### src/rtl/fifo_axis_tx_pkg.sv
// rtl/fifo_axis_tx_pkg.sv - shared FSM type and buffer constants for fifo_axis_tx
//
// Purpose: holds the IDLE/RUN/DRAIN state type, the output buffer depth and
// the ring-pointer increment used by the buffer. No ports.
package fifo_axis_tx_pkg;

  typedef enum logic [1:0] {
    IDLE  = 2'd0,
    RUN   = 2'd1,
    DRAIN = 2'd2
  } state_e;

  localparam int BUF_DEPTH = 3;

  // Ring pointer advance for a depth that is not a power of two.
  function automatic logic [1:0] ptr_next(input logic [1:0] p);
    return (p == 2'(BUF_DEPTH - 1)) ? 2'd0 : p + 2'd1;
  endfunction

endpackage

### src/rtl/fifo_axis_tx_if.sv
// rtl/fifo_axis_tx_if.sv - AXI-stream style output bundle for fifo_axis_tx
//
// Purpose: groups the output stream handshake.
// Signals: tdata (DATA_WIDTH), tvalid, tready, tlast.
// Modports: master drives tdata/tvalid/tlast, slave drives tready.
interface fifo_axis_tx_if #(
  parameter int DATA_WIDTH = 16
);

  logic [DATA_WIDTH-1:0] tdata;
  logic                  tvalid;
  logic                  tready;
  logic                  tlast;

  modport master (output tdata, output tvalid, output tlast, input tready);
  modport slave  (input tdata, input tvalid, input tlast, output tready);

endinterface

### src/rtl/axis_skid_buf3.sv
// rtl/axis_skid_buf3.sv - 3-entry output buffer for fifo_axis_tx
//
// Purpose: small ring buffer between the FIFO read pipeline and the stream.
// Ports:
//   clk_i, rst_n_i  clock, asynchronous active-low reset
//   push_i, data_i  write one word
//   pop_i           remove the head word (ignored when empty)
//   data_o          head word
//   occ_o           occupancy 0..3
module axis_skid_buf3
  import fifo_axis_tx_pkg::*;
#(
  parameter int DATA_WIDTH = 16
) (
  input  logic                  clk_i,
  input  logic                  rst_n_i,
  input  logic                  push_i,
  input  logic [DATA_WIDTH-1:0] data_i,
  input  logic                  pop_i,
  output logic [DATA_WIDTH-1:0] data_o,
  output logic [1:0]            occ_o
);

  logic [DATA_WIDTH-1:0] mem_q [BUF_DEPTH];
  logic [1:0]            wr_ptr_q, wr_ptr_d;
  logic [1:0]            rd_ptr_q, rd_ptr_d;
  logic [1:0]            occ_q, occ_d;
  logic                  do_push, do_pop;

  assign do_pop  = pop_i && (occ_q != 2'd0);
  // A full buffer still takes a push when the head leaves in the same cycle.
  assign do_push = push_i && ((occ_q != 2'(BUF_DEPTH)) || do_pop);

  always_comb begin
    wr_ptr_d = wr_ptr_q;
    rd_ptr_d = rd_ptr_q;
    occ_d    = occ_q;
    if (do_push) wr_ptr_d = ptr_next(wr_ptr_q);
    if (do_pop)  rd_ptr_d = ptr_next(rd_ptr_q);
    case ({do_push, do_pop})
      2'b10:   occ_d = occ_q + 2'd1;
      2'b01:   occ_d = occ_q - 2'd1;
      default: occ_d = occ_q;
    endcase
  end

  always_ff @(posedge clk_i or negedge rst_n_i) begin
    if (!rst_n_i) begin
      for (int i = 0; i < BUF_DEPTH; i++) mem_q[i] <= '0;
      wr_ptr_q <= 2'd0;
      rd_ptr_q <= 2'd0;
      occ_q    <= 2'd0;
    end else begin
      if (do_push) mem_q[wr_ptr_q] <= data_i;
      wr_ptr_q <= wr_ptr_d;
      rd_ptr_q <= rd_ptr_d;
      occ_q    <= occ_d;
    end
  end

  assign data_o = mem_q[rd_ptr_q];
  assign occ_o  = occ_q;

endmodule

### src/rtl/fifo_axis_tx.sv
// rtl/fifo_axis_tx.sv - drains an upstream FIFO into fixed-length stream packets
//
// Purpose: reads a registered-output FIFO and emits PKT_LEN-beat packets.
// Ports:
//   rd_clk, rd_rstn   clock, asynchronous active-low reset
//   en                1 = stream, 0 = finish current packet and stop
//   fifo_empty        upstream empty flag
//   fifo_rd_en        upstream read strobe (data returns next cycle)
//   fifo_rd_data      upstream registered read data
//   m_axis            output stream (master modport)
//   busy              FSM not IDLE
//   pkt_cnt           accepted packet count, only with FIFO_AXIS_PKT_CNT_EN
module fifo_axis_tx
  import fifo_axis_tx_pkg::*;
#(
  parameter int DATA_WIDTH = 16,
  parameter int PKT_LEN    = 256
) (
  input  logic                  rd_clk,
  input  logic                  rd_rstn,
  input  logic                  en,
  input  logic                  fifo_empty,
  output logic                  fifo_rd_en,
  input  logic [DATA_WIDTH-1:0] fifo_rd_data,
  fifo_axis_tx_if.master        m_axis,
  output logic                  busy
`ifdef FIFO_AXIS_PKT_CNT_EN
  ,
  output logic [31:0]           pkt_cnt
`endif
);

  localparam int               CNT_W    = $clog2(PKT_LEN);
  localparam logic [CNT_W-1:0] LAST_IDX = CNT_W'(PKT_LEN - 1);

  state_e           state_q, state_d;
  logic [CNT_W-1:0] rd_cnt_q, rd_cnt_d;
  logic [CNT_W-1:0] beat_cnt_q, beat_cnt_d;
  logic             inflight_q, inflight_d;
  logic [1:0]       occ;
  logic             rd_allowed;
  logic             beat_acc;

  assign beat_acc = m_axis.tvalid && m_axis.tready;

  // The word read last cycle is on fifo_rd_data now; inflight_q is its push.
  axis_skid_buf3 #(.DATA_WIDTH(DATA_WIDTH)) u_buf (
    .clk_i   (rd_clk),
    .rst_n_i (rd_rstn),
    .push_i  (inflight_q),
    .data_i  (fifo_rd_data),
    .pop_i   (beat_acc),
    .data_o  (m_axis.tdata),
    .occ_o   (occ)
  );

  assign m_axis.tvalid = (occ != 2'd0);
  // Beats leave in order, so the head's index is the accepted-beat count.
  assign m_axis.tlast  = m_axis.tvalid && (beat_cnt_q == LAST_IDX);

  always_comb begin
    state_d    = state_q;
    rd_cnt_d   = rd_cnt_q;
    beat_cnt_d = beat_cnt_q;
    rd_allowed = 1'b0;
    busy       = (state_q != IDLE);

    case (state_q)
      IDLE: begin
        if (en) state_d = RUN;
      end
      RUN: begin
        rd_allowed = 1'b1;
        if (!en) state_d = DRAIN;
      end
      DRAIN: begin
        // Keep reading only to complete the packet already started.
        rd_allowed = (rd_cnt_q != '0);
        if (en) begin
          state_d = RUN;
        end else if ((rd_cnt_q == '0) && (occ == 2'd0) && !inflight_q) begin
          state_d = IDLE;
        end
      end
      default: state_d = IDLE;
    endcase

    // Reserve a slot for the word in flight so the buffer can never overflow;
    // tready is deliberately not part of this term.
    fifo_rd_en = rd_allowed && !fifo_empty &&
                 (({1'b0, occ} + {2'b00, inflight_q}) <= 3'd2);
    inflight_d = fifo_rd_en;

    if (fifo_rd_en) rd_cnt_d = (rd_cnt_q == LAST_IDX) ? '0 : rd_cnt_q + CNT_W'(1);
    if (beat_acc)   beat_cnt_d = (beat_cnt_q == LAST_IDX) ? '0 : beat_cnt_q + CNT_W'(1);
  end

  always_ff @(posedge rd_clk or negedge rd_rstn) begin
    if (!rd_rstn) begin
      state_q    <= IDLE;
      rd_cnt_q   <= '0;
      beat_cnt_q <= '0;
      inflight_q <= 1'b0;
    end else begin
      state_q    <= state_d;
      rd_cnt_q   <= rd_cnt_d;
      beat_cnt_q <= beat_cnt_d;
      inflight_q <= inflight_d;
    end
  end

`ifdef FIFO_AXIS_PKT_CNT_EN
  logic [31:0] pkt_cnt_q;

  always_ff @(posedge rd_clk or negedge rd_rstn) begin
    if (!rd_rstn) begin
      pkt_cnt_q <= '0;
    end else if (beat_acc && m_axis.tlast) begin
      pkt_cnt_q <= pkt_cnt_q + 32'd1;
    end
  end

  assign pkt_cnt = pkt_cnt_q;
`endif

endmodule

### src/flat_wrapper.sv
// flat-port wrapper written by rule: the top's interface ports become plain ports
module fifo_axis_tx_flat import fifo_axis_tx_pkg::*;
#(
  parameter int DATA_WIDTH = 16,
  parameter int PKT_LEN    = 256
)
  (rd_clk, rd_rstn, en, fifo_empty, fifo_rd_en, fifo_rd_data, busy, m_axis_tdata, m_axis_tvalid, m_axis_tlast, m_axis_tready);
  fifo_axis_tx_if #(.DATA_WIDTH(DATA_WIDTH)) m_axis_i ();
  input  logic rd_clk;
  input  logic rd_rstn;
  input  logic en;
  input  logic fifo_empty;
  output logic fifo_rd_en;
  input  logic [DATA_WIDTH-1:0] fifo_rd_data;
  output logic busy;
  output wire logic [$bits(m_axis_i.tdata)-1:0] m_axis_tdata;
  output wire logic [$bits(m_axis_i.tvalid)-1:0] m_axis_tvalid;
  output wire logic [$bits(m_axis_i.tlast)-1:0] m_axis_tlast;
  input wire logic [$bits(m_axis_i.tready)-1:0] m_axis_tready;
  assign m_axis_tdata = m_axis_i.tdata;
  assign m_axis_tvalid = m_axis_i.tvalid;
  assign m_axis_tlast = m_axis_i.tlast;
  assign m_axis_i.tready = m_axis_tready;
  fifo_axis_tx #(.DATA_WIDTH(DATA_WIDTH), .PKT_LEN(PKT_LEN)) u_core (.rd_clk(rd_clk), .rd_rstn(rd_rstn), .en(en), .fifo_empty(fifo_empty), .fifo_rd_en(fifo_rd_en), .fifo_rd_data(fifo_rd_data), .m_axis(m_axis_i), .busy(busy));
endmodule
### config.mk
export PLATFORM = sky130hd
export DESIGN_NAME = fifo_axis_tx_flat
export DESIGN_NICKNAME = d
export VERILOG_FILES = /design/src/rtl/fifo_axis_tx_pkg.sv /design/src/rtl/fifo_axis_tx_if.sv /design/src/rtl/axis_skid_buf3.sv /design/src/rtl/fifo_axis_tx.sv /design/src/flat_wrapper.sv
export SDC_FILE = /design/constraint.sdc
export NUM_CORES = 1
export LEC_CHECK = 0
export BUFFER_PORTS_ARGS = -buffer_cell sky130_fd_sc_hd__buf_2
export CORE_UTILIZATION = 62
export CTS_CLUSTER_DIAMETER = 80
export CTS_CLUSTER_SIZE = 8
export DETAILED_ROUTE_END_ITERATION = 16
export PLACE_DENSITY = 0.88
export SLEW_MARGIN = 5
export SYNTH_ARGS = -nofsm -noshare
export SYNTH_HDL_FRONTEND = slang
export SYNTH_SLANG_ARGS = --single-unit
### constraint.sdc
create_clock -name rd_clk -period 3.4 [get_ports rd_clk]
set_input_delay 0.34 -clock rd_clk [delete_from_list [all_inputs] [get_ports rd_clk]]
set_output_delay 0.34 -clock rd_clk [all_outputs]
set_load 0.03 [all_outputs]
==> impl_metrics.yaml <==
sta:
  min_period_over_period_pct: 76.9
  fin_worst_skew_ns: 0.00662
  setup-violations-final: 0
  hold_ws_ns: 0.255
  fin_crit_ns: 2.61
  fmax_mhz: 383
  fin_tns_setup_ns: 0
  rsz0062_at_grt: "no"
  finalHoldViolations: 0
  tightest_slew_ns: 1.06
  maxSlewViolCount: 0
  relSlewSlack_pct: 28.6
synthesis:
  synth_edf_count: 0
  synth_nets: 333
  syn_area_per_cell_sq_um: 11.8
  synth_warnings: 0
  synth_top_family_by_area: "multiplexers"
  synth_cell_types: 44
  synth_compound_area_share_pct: 7.17
  synthCells: 300
  synth_fa_ha_area_share_pct: 4.24
  synthArstFlopShare_pct: 100
  ys_ff_latch: 73
  netlist_area_sq_um: 3540
  synthMuxAreaShare_pct: 21.2
  ys_seq_area_share_pct: 51.6
  synth_flop_cell: "dfrtp_1"
  synth-simple-area-share_pct: 10.6
  synth-xor-area-share_pct: 2.23
cts:
  cts_buffer_depth: 2
  clock_latency_ns: 0.34
  clk_pin_slew_ns: 0.08
  htree_levels: 3
  cts_buffers: 9
  cts_tree: "built"
  cts_root_buf: "clkbuf_8"
  cts.sinks: 73
cells_and_area:
  fin_util_pct: 72.5
  drive_gt1_share_pct: 35.9
  antenna_cells: 0
  final_cell_mix: "dfrtp_1 (73), mux2_2 (51), buf_2 (40)"
  final_common_cell: "dfrtp_1"
  area_delta_synth_final_pct: 12.8
  nets: 377
  stdcell_area_sq_um: 3990
drt:
  drt_pre_antenna_iters: 4
  highest_layer: "met4"
  vias: 2401
  via_per_inst: 5.72
  wl_per_cell_microns: 15.1
  wl_met2_mm: 3.20
  wl_met3_microns: 184
  drt_iter0_drc: 123
  antenna_left: 0
  wl_mm: 6.35
  drcViolationCount: 0
  routedLengthMet1_mm: 2.85
pwr:
  leakagePower_nw: 1.92
  powerDensity_nw_per_um2: 902
  ir_drop_mv: 0.586
  total_power_mw: 3.60
setup_path:
  cp_num_buf_inv: 3
  path_max_fanout: 8
  cpLargestDelayFamily: "flip-flops"
  crit_arrival_ns: 2.27
  crit_top_cell: "ha_1"
  crit_path_end_kind: "output pin"
  cp_slowest_stage_delay_ns: 0.45
  worstPathRequired_ns: 3.06
  path_cells: "ha_1 -> inv_1 -> ha_1 -> nor3b_1 -> o21ai_1 -> or2_4 -> inv_4 -> buf_2"
  startpoint_type: "flop"
  critPathSlowestCell: "dfrtp_1"
  critical_path_class: "flop to output pin"
job:
  max-cap-violations: 0
placement:
  io_buffers: 40
  gp_congestion: 0.900
  placedInstanceArea_sq_um: 3810
  post-dp-hpwl_mm: 4.49
grt:
  grt_usage_pct: 23.7
  grt_pass1_vias: 2473
  antenna_found_initial: 0
  grt_max_degree: 30
  grt_overflow: 0
  grt_pass1_wl_mm: 11.0
floorplan:
  rows: 27
  core_area_sq_um: 5510
  die_y_microns: 77.6
  top_level_ports: 41
  die_w_microns: 77.6
  start_util_pct: 64.3
  die_area_sq_um: 6020
status:
  status: "complete, no violations"
min_path:
  hold_path.class: "input port to flop"
[layout make-up]
| type | count | area (sq um) |
|---|---|---|
| Sequential cell | 73 | 1830 |
| Multi-Input combinational cell | 201 | 1610 |
| Fill cell | 390 | 1510 |
| Timing Repair Buffer | 46 | 248 |
| Clock buffer | 10 | 138 |
| Tap cell | 72 | 90.1 |
| Inverter | 13 | 51.3 |
| Clock inverter | 5 | 32.5 |
[kinds of logic (layout without fill, tap and decap cells)]
logic type                 Yosys count  in the layout
adders and majority gates           12             12
AOI/OAI and AO/OA                   40             40
buffers and inverters               26             74
DFF                                 73             73
muxes                               68             68
and+or+nand+nor                     72             72
xor gates and xnor gates             9              9
[sequential cells by signal, summed over array words and instances, names as in the netlist]
register and flops:
u_core.inflight_q 1, u_core.beat_cnt_q 8, u_core.u_buf.occ_o 2, u_core.u_buf.mem_q 48, u_core.rd_cnt_q 8, u_core.u_buf.rd_ptr_q 2, u_core.u_buf.wr_ptr_q 2, u_core.state_q 2
[what timing repair did]
action	4_1_cts	5_1_grt
buffers inserted	0	0
endpoints found under the hold margin	15	0
hold buffers	1	0
resized for setup	0	0
setup endpoints to repair	0	0
[final timing paths]
path / depth (start not counted) / from / slack, ns / end
max in group asynchronous: 3 / rd_rstn / 2.25 / u_core.rd_cnt_q[0]
min reg2reg: 1 / u_core.beat_cnt_q[6] / 0.48 / u_core.beat_cnt_q[6]
min: 2 / fifo_rd_data[12] / 0.25 / u_core.u_buf.mem_q[44]
max reg2reg: 6 / u_core.u_buf.occ_o[0] / 1.06 / u_core.u_buf.occ_o[1]
max: 8 / u_core.u_buf.occ_o[0] / 0.79 / fifo_rd_en
min in group asynchronous: 2 / rd_rstn / 0.45 / u_core.u_buf.mem_q[17]
[Yosys cell counts (all sizes together) (3+ instances only)]
master | number | area (sq um)
nor2 | 6 | 22.5
nand3 | 6 | 30.0
nor2b | 3 | 18.8
inv | 13 | 51.3
xnor2 | 5 | 43.8
o21ai | 25 | 129
nor3 | 5 | 30.0
nand2 | 33 | 124
dfrtp | 73 | 1830
a21oi | 3 | 15.0
mux2 | 52 | 589
mux2i | 16 | 160
ha | 12 | 150
buf | 6 | 30.0
clkbuf | 7 | 26.3
nand4 | 3 | 18.8
xor2 | 4 | 35.0
[routing by layer]
metal | vias to the layer above | GRT usage [%]
met3 | 12 | 3.65
met2 | 41 | 40.9
met4 | 0 | 10.8
met5 | - | 0
li1 | 1145 | -
met1 | 1203 | 29.3
[power by group]
group	leakage (nW)	internal (mW)	total (mW)	switching, mW
registers	0.933	1.22	1.49	0.272
logic	0.900	0.661	1.52	0.860
clock network	0.0919	0.279	0.587	0.308
[through the flow]
step,std cells,setup WS (ns)
after floorplan,300,1.25
after global placement,404,1.16
after detailed placement,404,1.10
after CTS,420,0.783
after global routing,420,0.606
final,420,0.787
(Power assumes the default switching activity.)
